==> src/rtl/rr_mux_arbiter_pkg.sv <==
// rr_mux_arbiter_pkg
// Shared definitions for the round-robin multiplexer arbiter: channel
// geometry, the arbiter state encoding and the round-robin search helper
// used both for a fresh grant and for same-edge handover between owners.
package rr_mux_arbiter_pkg;

   localparam int NUM_REQ = 4;
   localparam int SEL_W   = 2;
   localparam int WORD_W  = 32;

   typedef enum logic {
      IDLE = 1'b0,
      BUSY = 1'b1
   } state_t;

   typedef struct packed {
      logic             found;
      logic [SEL_W-1:0] idx;
   } rr_pick_t;

   // Scans mask starting at index start, wrapping modulo NUM_REQ, and
   // returns the first set position together with a found flag.
   function automatic rr_pick_t rr_next(input logic [NUM_REQ-1:0] mask,
                                        input logic [SEL_W-1:0]   start);
      rr_pick_t         pick;
      logic [SEL_W-1:0] idx;
      pick = '0;
      for (int i = 0; i < NUM_REQ; i++) begin
         idx = start + SEL_W'(i);
         if (!pick.found && mask[idx]) begin
            pick.found = 1'b1;
            pick.idx   = idx;
         end
      end
      return pick;
   endfunction

endpackage

==> src/rtl/rr_mux_arbiter_mux4to1.sv <==
// Mux4to1
// Purely combinational word selector over a packed four-word bus.
// Ports:
//   Out  selected 32-bit word
//   In   packed 128-bit bus, word i at In[32*i+31:32*i]
//   Sel  encoded word index
module Mux4to1
   import rr_mux_arbiter_pkg::*;
(
   output logic [WORD_W-1:0]         Out,
   input  logic [NUM_REQ*WORD_W-1:0] In,
   input  logic [SEL_W-1:0]          Sel
);

   always_comb begin
      Out = In[WORD_W-1:0];
      case (Sel)
         2'd0: Out = In[1*WORD_W-1:0*WORD_W];
         2'd1: Out = In[2*WORD_W-1:1*WORD_W];
         2'd2: Out = In[3*WORD_W-1:2*WORD_W];
         2'd3: Out = In[4*WORD_W-1:3*WORD_W];
         default: Out = In[WORD_W-1:0];
      endcase
   end

endmodule

==> src/rtl/rr_mux_arbiter.sv <==
// rr_mux_arbiter
// Round-robin arbiter sharing one 32-bit output channel among four
// requesters. Grants are bounded to MAX_BURST beats so that every active
// requester is served in turn; handover between owners is bubble-free.
// Ports:
//   Clk       rising-edge clock
//   Reset     asynchronous active-high reset
//   Req       per-requester request, held while a word is ready
//   In        packed requester words, word i at In[32*i+31:32*i]
//   OutReady  consumer accepts Out this cycle
//   Gnt       registered one-hot grant, zero while idle
//   Sel       registered encoded grant index, drives the word mux
//   Out       selected word (combinational from In and Sel)
//   OutValid  Out carries a valid beat
//   Beat      a beat transfers this cycle; owner advances its word
module rr_mux_arbiter
   import rr_mux_arbiter_pkg::*;
#(
   parameter int MAX_BURST = 4
) (
   input  logic                      Clk,
   input  logic                      Reset,
   input  logic [NUM_REQ-1:0]        Req,
   input  logic [NUM_REQ*WORD_W-1:0] In,
   input  logic                      OutReady,
   output logic [NUM_REQ-1:0]        Gnt,
   output logic [SEL_W-1:0]          Sel,
   output logic [WORD_W-1:0]         Out,
   output logic                      OutValid,
   output logic                      Beat
);

   state_t           state;
   state_t           state_next;
   logic [NUM_REQ-1:0] gnt_next;
   logic [SEL_W-1:0] sel_next;
   logic [3:0]       beat_cnt;
   logic [3:0]       cnt_next;
   logic [SEL_W-1:0] last_sel;
   logic [SEL_W-1:0] last_next;
   logic [4:0]       cnt_inc;
   logic             burst_done;
   logic             grant_end;
   rr_pick_t         pick_idle;
   rr_pick_t         pick_handover;

   // The owner's request doubles as its valid: a withdrawn request simply
   // stops presenting beats.
   assign OutValid = (state == BUSY) && Req[Sel];
   assign Beat     = OutValid && OutReady;

   assign cnt_inc    = {1'b0, beat_cnt} + 5'd1;
   assign burst_done = Beat && (cnt_inc == 5'(MAX_BURST));
   assign grant_end  = burst_done || !Req[Sel];

   // Idle search starts just after the last owner. The handover search
   // masks the current owner (Gnt is its one-hot) so that anyone else
   // waiting wins before the owner is allowed a fresh burst.
   assign pick_idle     = rr_next(Req, last_sel + 2'd1);
   assign pick_handover = rr_next(Req & ~Gnt, Sel + 2'd1);

   Mux4to1 u_mux (
      .Out (Out),
      .In  (In),
      .Sel (Sel)
   );

   // Next-state logic: arbitration from IDLE, burst accounting and
   // same-edge re-arbitration at end of grant while BUSY.
   always_comb begin
      state_next = state;
      gnt_next   = Gnt;
      sel_next   = Sel;
      cnt_next   = beat_cnt;
      last_next  = last_sel;
      case (state)
         IDLE: begin
            if (pick_idle.found) begin
               sel_next   = pick_idle.idx;
               gnt_next   = NUM_REQ'(1) << pick_idle.idx;
               cnt_next   = 4'd0;
               state_next = BUSY;
            end
         end
         BUSY: begin
            if (grant_end) begin
               last_next = Sel;
               cnt_next  = 4'd0;
               if (pick_handover.found) begin
                  sel_next = pick_handover.idx;
                  gnt_next = NUM_REQ'(1) << pick_handover.idx;
               end else if (!Req[Sel]) begin
                  gnt_next   = '0;
                  state_next = IDLE;
               end
            end else if (Beat) begin
               cnt_next = cnt_inc[3:0];
            end
         end
         default: begin
            state_next = IDLE;
            gnt_next   = '0;
         end
      endcase
   end

   // State register; reset leaves last_sel at 3 so requester 0 wins first.
   always_ff @(posedge Clk or posedge Reset) begin
      if (Reset) begin
         state    <= IDLE;
         Gnt      <= '0;
         Sel      <= '0;
         beat_cnt <= 4'd0;
         last_sel <= 2'd3;
      end else begin
         state    <= state_next;
         Gnt      <= gnt_next;
         Sel      <= sel_next;
         beat_cnt <= cnt_next;
         last_sel <= last_next;
      end
   end

endmodule

==> config.mk <==
export PLATFORM = sky130hd
export DESIGN_NAME = rr_mux_arbiter
export DESIGN_NICKNAME = d
export VERILOG_FILES = /design/src/rtl/rr_mux_arbiter_pkg.sv /design/src/rtl/rr_mux_arbiter_mux4to1.sv /design/src/rtl/rr_mux_arbiter.sv
export SDC_FILE = /design/constraint.sdc
export NUM_CORES = 1
export LEC_CHECK = 0
export BUFFER_PORTS_ARGS = -buffer_cell sky130_fd_sc_hd__buf_4
export CORE_ASPECT_RATIO = 0.75
export CORE_MARGIN = 2
export CORE_UTILIZATION = 38
export DETAILED_ROUTE_END_ITERATION = 16
export PLACE_DENSITY = 0.81
export SYNTH_ARGS = -nofsm -noshare
export SYNTH_HDL_FRONTEND = slang
export SYNTH_SLANG_ARGS = --single-unit
export TNS_END_PERCENT = 100
==> constraint.sdc <==
create_clock -name Clk -period 2.95 [get_ports Clk]
set_input_delay 0.59 -clock Clk [delete_from_list [all_inputs] [get_ports Clk]]
set_output_delay 0.59 -clock Clk [all_outputs]
set_load 0.05 [all_outputs]
Yosys cells after proc, flatten, opt, wreduce, memory -nomap -nowiden
Index checks and enable logic that the tools add are counted.

Magnitude comparators: 9. Reductions and logical operators: 22. Mux-type cells: 45. Shift-type cells: 2. $add $sub $neg: 9. Bitwise gates (word level): 3. Equality and inequality tests: 9.

Operator list (number): $pmux 32 s4 (1); $mux 4 (7); $lt 2x3->1 const B (9); $mux 3 (8); $bmux 1 s2 (9); $pmux 4 s2 (2); $mux 1 (13); $logic_and 1x1->1 (9); $add 2x1->2 const B (4); $add 2x2->2 const B (4); $shl 1x2->4 const A (2); $logic_not 1->1 (7); $mux 2 (3); $reduce_and 3->1 (2); $add 4x1->5 const B (1); $eq 5x3->1 const B (1); $and 4x4->4 (1); $eq 2x2->1 const B (2); $ne 2x1->1 const B (2); $not 4->4 (1); $pmux 2 s2 (1); $reduce_and 2->1 (2); $ne 3x2->1 const B (1); $ne 3x3->1 const B (1); 6 further kinds (6).

Flip-flop bits (word level): 13. Output and inout bits: 40. Word-level logic and storage cells: 104.

Logic depth before layout (Yosys ltp)
Gate-level depths: netlist (run 1).

Depth in word-level cells: 18. Gate-level depth with buffers: 7. Mapped depth without buffers: 7.

Hierarchy
Synthesis (run 1) repeated with hierarchy kept, for this count alone.

Cell total of the unflattened synthesis: 152. Area, all modules: 1870.5 µm².

Modules (own cells, without submodules): rr_mux_arbiter (instances 1, cells an instance 113, area each 1056.0 µm²); Mux4to1 (instances 1, cells an instance 39, area each 814.5 µm²).

Worst setup path before layout (run 1)
Ideal clock, no wire load.

Path type: register to output. Start point: register Sel[0]. End point: output Out[15]. Cell stages (with the launch flop): 6. Path slack: -0.198 ns. Path buffers: 2. Arrival time: 2.558 ns. Path through: dfrtp_1 inv_1 ha_1 clkbuf_1 clkbuf_1 mux2i_1.

Longest elaborated chain between the ends: 2.

RTL lines: start: declaration (line rr_mux_arbiter.sv:27) `output logic [SEL_W-1:0] Sel,`; start signal: assignment (line rr_mux_arbiter.sv:118) `Sel <= sel_next;`; $eq 2x2->1 (tied with other cells) (line rr_mux_arbiter_mux4to1.sv:17) `case (Sel)`; $pmux 32 s4 * (line rr_mux_arbiter_mux4to1.sv:17); end: declaration (line rr_mux_arbiter.sv:28) `output logic [WORD_W-1:0] Out,`.

Mark *: on every way between the ends. The rest lies on a longest branch, timed or not.

Worst setup path in the final report (run 1)
Start point: register Sel[0]. End point: output Out[19].

Same word-level chain as after synthesis.

==> results of run 1 <==
## area by class of cell
type                    count  area (um2)  area share
inverters                  44         165      0.0493
clock buffers               3        41.3      0.0123
well taps                  60        75.1      0.0224
flip-flops and latches     13         328      0.0978
repair buffers            178        1350       0.403
clock inverters             1        5.00     0.00149
multi-input cells         154        1390       0.414
## metrics by stage
step                area, um2  power, mW
detailed placement       3300       3.95
global route             3350       4.35
finish                   3350       4.13
global placement         3300       3.91
CTS                      3350       4.13
floorplan                1950       2.94
## registers in the layout (all words and copies together), names as in the netlist
register	count
beat_cnt	4
Sel	2
state	1
Gnt	4
last_sel	2
## power by group
part	internal, mW	total (mW)	leakage [nW]	switching (mW)
Combinational	1.30	3.59	1.61	2.29
Clock	0.0937	0.170	0.0255	0.0767
Sequential	0.258	0.374	0.161	0.116
Total	1.65	4.13	1.80	2.48
## worst max-delay path: cells and delay by family (launching register included)
family / cells / cell delay [ps]
compound gates: 1 / 410
fa+ha+maj: 1 / 210
buf+inv: 3 / 600
flops: 1 / 510
mux: 1 / 140
## per-layer routing
| layer | vias to the layer above | wire length (um) |
|---|---|---|
| met1 | 1161 | 3220 |
| met2 | 161 | 3720 |
| met4 | 0 | 65 |
| li1 | 1221 | - |
| met3 | 4 | 785 |
| met5 | - | 0 |
## how the worst max path moves through the flow
stage               depth (start not counted)  slack, ps               start            endpoint
CTS                                         6        240  Sel[0]$_DFFE_PP0P_              Out[9]
detailed placement                          6        500              Req[3]  Gnt[2]$_DFFE_PP0P_
finish                                      6        240  Sel[0]$_DFFE_PP0P_             Out[19]
global route                                6         60  Sel[0]$_DFFE_PP0P_             Out[23]
floorplan                                   5       -200  Sel[0]$_DFFE_PP0P_             Out[15]
global placement                            6        520              Req[3]  Gnt[2]$_DFFE_PP0P_
## cell usage after synthesis (all sizes together), types with 2 or more instances
| library cell | number |
|---|---|
| ha | 6 |
| and2 | 2 |
| nand3b | 3 |
| o21a | 2 |
| nand3 | 3 |
| nor2b | 2 |
| dfstp | 2 |
| nand2 | 6 |
| nand4 | 3 |
| clkbuf | 13 |
| a32o | 4 |
| nand2b | 8 |
| dfrtp | 11 |
| mux2 | 5 |
| and3b | 2 |
| a21oi | 4 |
| o21ai | 4 |
| o211ai | 4 |
| mux2i | 40 |
| buf | 3 |
| a221o | 2 |
| inv | 44 |
| a222oi | 32 |
| nor2 | 4 |
## cell families (layout without fill, tap and decap cells)
| family | after synthesis | in the layout | share of synthesized area |
|---|---|---|---|
| compound gates | 64 | 64 | 0.297 |
| fa+ha+maj | 6 | 6 | 0.0386 |
| buf+inv | 60 | 226 | 0.120 |
| flops | 13 | 13 | 0.168 |
| mux | 46 | 46 | 0.256 |
| simple gates | 38 | 38 | 0.120 |
==> results.yml, run 1 <==
run_status:
  status: "finished clean"
sta:
  finalClockSkew_ps: 1.28
  final-setup-viol-count: 0
  holdWs_ps: 374
  fin_crit_ps: 2710
  setup_ws_ps: 244
  tightest_slew_ps: 538
  rsz0062_at_grt: "false"
  hold_viol: 0
  timing.fmax_mhz: 369
  timing.final.crit_share: 0.917
  drv_slew: 0
  max_slew_margin: 0.637
  setup_tns_ps: 0
synth:
  syn_avg_cell_area_um2: 8.58
  yosysWarningCount: 0
  ys.flop_type: "dfrtp_1"
  ys_seq_area_frac: 0.168
  synth.distinct_cells: 47
  synth_cells: 227
  ys_ff_latch: 13
  yosys.area.top_type: "mux2i_1"
  synth_area_leaders: "mux2i_1, a222oi_1, dfrtp_1"
  netlist_area_um2: 1950
  yosysTopAreaCellShare: 0.206
  syn_nets: 368
  synth_edf_count: 0
  ys_async_sr_fraction: 1.00
floorplan:
  core_area_um2: 4930
  rows: 22
  initial_utilization: 0.395
  die_h_um: 66.0
  io-pin-count: 175
  die-width_um: 86.7
  die_area_um2: 5720
finish:
  fillers: 401
  final_cell_mix: "buf_4, inv_1, mux2i_1"
  drive_gt1_frac: 0.501
  syn2layout_area_growth_pct: 72.1
  antennaDiodeCount: 0
  postLayoutCoreUtil: 0.680
  nNetsFinal: 535
  finalNonFillerCells: 453
  layout_commonest_cell: "buf_4"
clocking:
  numCtsBuffers: 3
  clock_sinks: 13
  insertion_delay_ps: 250
  cts_tree: "yes"
  cts_setup_buffers: 0
  root_buffer: "clkbuf_8"
  clockBufferDepth: 2
  clkTransAtPathRegs_ps: 60
  hold_buffers: 0
  ctsHtreeMaxLevel: 1
  ctsResizeCount: 0
placement:
  dpl.hpwl_um: 6240
  port_buffers: 174
  dp_slack_ps: 499
  dp_cells: 449
  routabilityCongestion: 0.922
critical_path:
  critical-path-slowest-cell: "dfrtp_1"
  r2r-end: "Gnt[2]$_DFFE_PP0P_"
  crit_fanout: 32
  reg2regPathDepth: 5
  arrival_ps: 2120
  rrSetupSlack_ps: 550
  path_class: "register to output pin"
  crit_required_ps: 2360
  crit_path_frequent_cell: "buf_4"
  cpPeakStageDelay_ps: 510
  rr_startpoint: "last_sel[1]$_DFFE_PP1P_"
  crit_path_cell_trace: "inv_1, ha_1, buf_4, a222oi_1, mux2i_1, buf_4"
  critPathCaptureType: "output pin"
  cp-start-kind: "register"
routing:
  via_per_inst: 5.62
  num_vias: 2547
  dr.pass1.iters: 8
  post-route-drc-count: 0
  ant_nets: 0
  wire_per_inst_um: 17.2
  wl_um: 7790
  initialDrtViolationCount: 324
global_routing:
  grt_start_max_net_pins: 33
  use_met1: 0.340
  antenna_found_initial: 0
  grt_pass1_vias: 2318
  grt_use_total: 0.245
  grt_pass1_wl_um: 11200
  grt_overflow_total: 0
  busiest_layer: "met2"
  grtUsageMet2: 0.402
  grtUsageMet3: 0.0499
pwr:
  ir_worst_vdd_mv: 0.675
  powerDensity_nw_per_um2: 1230
  leakage_nw: 1.80
job:
  maxCapViolations: 0
min_path:
  min_path_type: "primary input to asynchronous set/reset pin"
Power figures use the tool's default switching activity.
==> run 2: changes to the inputs <==
PLACE_DENSITY = 0.83   (was 0.81)
SYNTH_HIERARCHICAL = 1   (was default)
==> results.yml, run 2 <==
sta:
  timing.fmax_mhz: 389
  setup_tns_ps: 0
  tightest_slew_ps: 530
  hold_viol: 0
  holdWs_ps: 385
  rsz0062_at_grt: "false"
  finalClockSkew_ps: 2.25
  max_slew_margin: 0.646
  fin_crit_ps: 2570
  final-setup-viol-count: 0
  timing.final.crit_share: 0.872
  drv_slew: 0
synth:
  synthSimpleGateAreaFrac: 0.124
  syn_nets: 289
  synth.most_common_cell: "mux4_2"
  synthAdderAreaFrac: 0.0134
  syn_avg_cell_area_um2: 12.3
  synth_compound_area_frac: 0.129
  ys_seq_area_frac: 0.175
  synth_xor_area_frac: 0
  ys.flop_type: "dfrtp_1"
  synth_area_leaders: "mux4_2, dfrtp_1, mux2_2"
  yosys.area.top_type: "mux4_2"
  netlist_area_um2: 1870
  yosysWarningCount: 6
  synth.distinct_cells: 48
  ys_ff_latch: 13
  ys_async_sr_fraction: 1.00
  synth_cells: 152
  synth_top_family_by_area: "multiplexers"
  yosysTopAreaCellShare: 0.373
  synth_commonest_cells: "mux4_2, dfrtp_1, mux2_2"
  synthMuxAreaShare: 0.490
  synth_edf_count: 0
placement:
  dpl.hpwl_um: 6170
  routabilityCongestion: 0.906
  dp_cells: 379
  port_buffers: 174
finish:
  antennaDiodeCount: 0
  nNetsFinal: 461
  syn2layout_area_growth_pct: 72.0
  final_cell_mix: "buf_4, mux4_2, dfrtp_1"
  top_regs: "Gnt: 4 flops, beat_cnt: 4 flops"
  finalNonFillerCells: 383
  drive_gt1_frac: 0.706
  layout_commonest_cell: "buf_4"
critical_path:
  crit_path_cell_trace: "buf_4, mux4_1, buf_4"
  crit_required_ps: 2360
  reg2regPathDepth: 5
  crit_fanout: 13
  critPathCaptureType: "output pin"
  cp-start-kind: "register"
  worstPathBufferInverterCount: 2
  path_class: "register to output pin"
  cp_num_cells: 3
  cpPeakStageDelay_ps: 610
  crit_path_frequent_cell: "buf_4"
  critical-path-slowest-cell: "dfrtp_2"
  cp_top_family: "flip-flops"
  arrival_ps: 1980
clocking:
  clkTransAtPathRegs_ps: 50
  numCtsBuffers: 3
  ctsHtreeMaxLevel: 1
  root_buffer: "clkbuf_8"
  clock_sinks: 13
  cts_setup_buffers: 0
  insertion_delay_ps: 240
  hold_buffers: 0
  ctsResizeCount: 0
  cts_tree: "yes"
  clockBufferDepth: 2
global_routing:
  grt_pass1_vias: 2016
  grt_pass1_wl_um: 10700
  antenna_found_initial: 0
  grt_start_max_net_pins: 24
  grt_use_total: 0.252
  grt_overflow_total: 0
routing:
  initialDrtViolationCount: 80
  post-route-drc-count: 0
  num_vias: 2097
  ant_nets: 0
  wire_per_inst_um: 18.8
  dr.pass1.iters: 4
  wl_um: 7210
  via_per_inst: 5.48
floorplan:
  rows: 22
  initial_utilization: 0.388
  die_h_um: 64.8
  core_area_um2: 4820
  io-pin-count: 175
  die_area_um2: 5510
  die-width_um: 85.0
job:
  maxCapViolations: 0
run_status:
  status: "finished clean"
pwr:
  ir_worst_vdd_mv: 0.665
  powerDensity_nw_per_um2: 1090
  leakage_nw: 1.55
  finalPower_mw: 3.52
min_path:
  min_path_type: "primary input to asynchronous set/reset pin"
[run 2: cell count changes after synthesis, moves of 3 or more]
cell / previous run / this run
inv_1: 44 / 5
a222oi_1: 32 / 0
ha_1: 6 / 2
nor2b_1: 2 / 6
mux2_4: 5 / 1
mux2i_1: 40 / 6
clkbuf_1: 12 / 2
a32o_1: 4 / 0
mux4_2: 1 / 31
buf_2: 0 / 4
buf_12: 0 / 3
o32ai_1: 0 / 4
mux2_2: 0 / 8
[run 2: logic make-up (layout without fill, tap and decap cells)]
family,after synthesis,in the layout
multiplexers,48,48
adder cells (fa/ha/maj),2,2
AO/OA/AOI/OAI,32,32
AND/OR/NAND/NOR,41,41
buffers and inverters,16,187
flip-flops,13,13
[run 2: final timing paths]
| path | start | endpoint | slack, ps |
|---|---|---|---|
| min in group Clk | beat_cnt[3]$_DFFE_PP0P_ | beat_cnt[3]$_DFFE_PP0P_ | 550 |
| max reg2reg | last_sel[1]$_DFFE_PP1P_ | Gnt[3]$_DFFE_PP0P_ | 520 |
| min reg2reg | beat_cnt[3]$_DFFE_PP0P_ | beat_cnt[3]$_DFFE_PP0P_ | 550 |
| max | Sel[0]$_DFFE_PP0P_ | Out[28] | 380 |
| max in group asynchronous | Reset | Sel[0]$_DFFE_PP0P_ | 2180 |
| min | Reset | state$_DFF_PP0_ | 390 |
[run 2: final cells by class]
class | instances | area [um2]
Inverter | 5 | 18.8
Tap cell | 60 | 75.1
Multi-Input combinational cell | 123 | 1410
Fill cell | 386 | 1600
Clock buffer | 4 | 45.0
Sequential cell | 13 | 329
Timing Repair Buffer | 178 | 1340
[run 2: per-layer routing]
metal / track usage / part of all wire
met5: 0 / 0
met4: 0.0397 / 0.0082
met3: 0.0484 / 0.066
met2: 0.418 / 0.50
met1: 0.352 / 0.43
[run 2: power by group]
part | switching, mW | leakage (nW) | internal, mW
sequential | 0.130 | 0.159 | 0.262
combinational | 1.77 | 1.37 | 1.20
clock | 0.0622 | 0.0228 | 0.0954
[run 2: through the flow]
step	setup WS (ps)	cell area [um2]	utilization
after CTS	330	3220	0.668
after detailed placement	476	3170	0.659
final	377	3220	0.668
after global routing	257	3220	0.668
after floorplan	545	1870	-
after global placement	503	3170	0.659
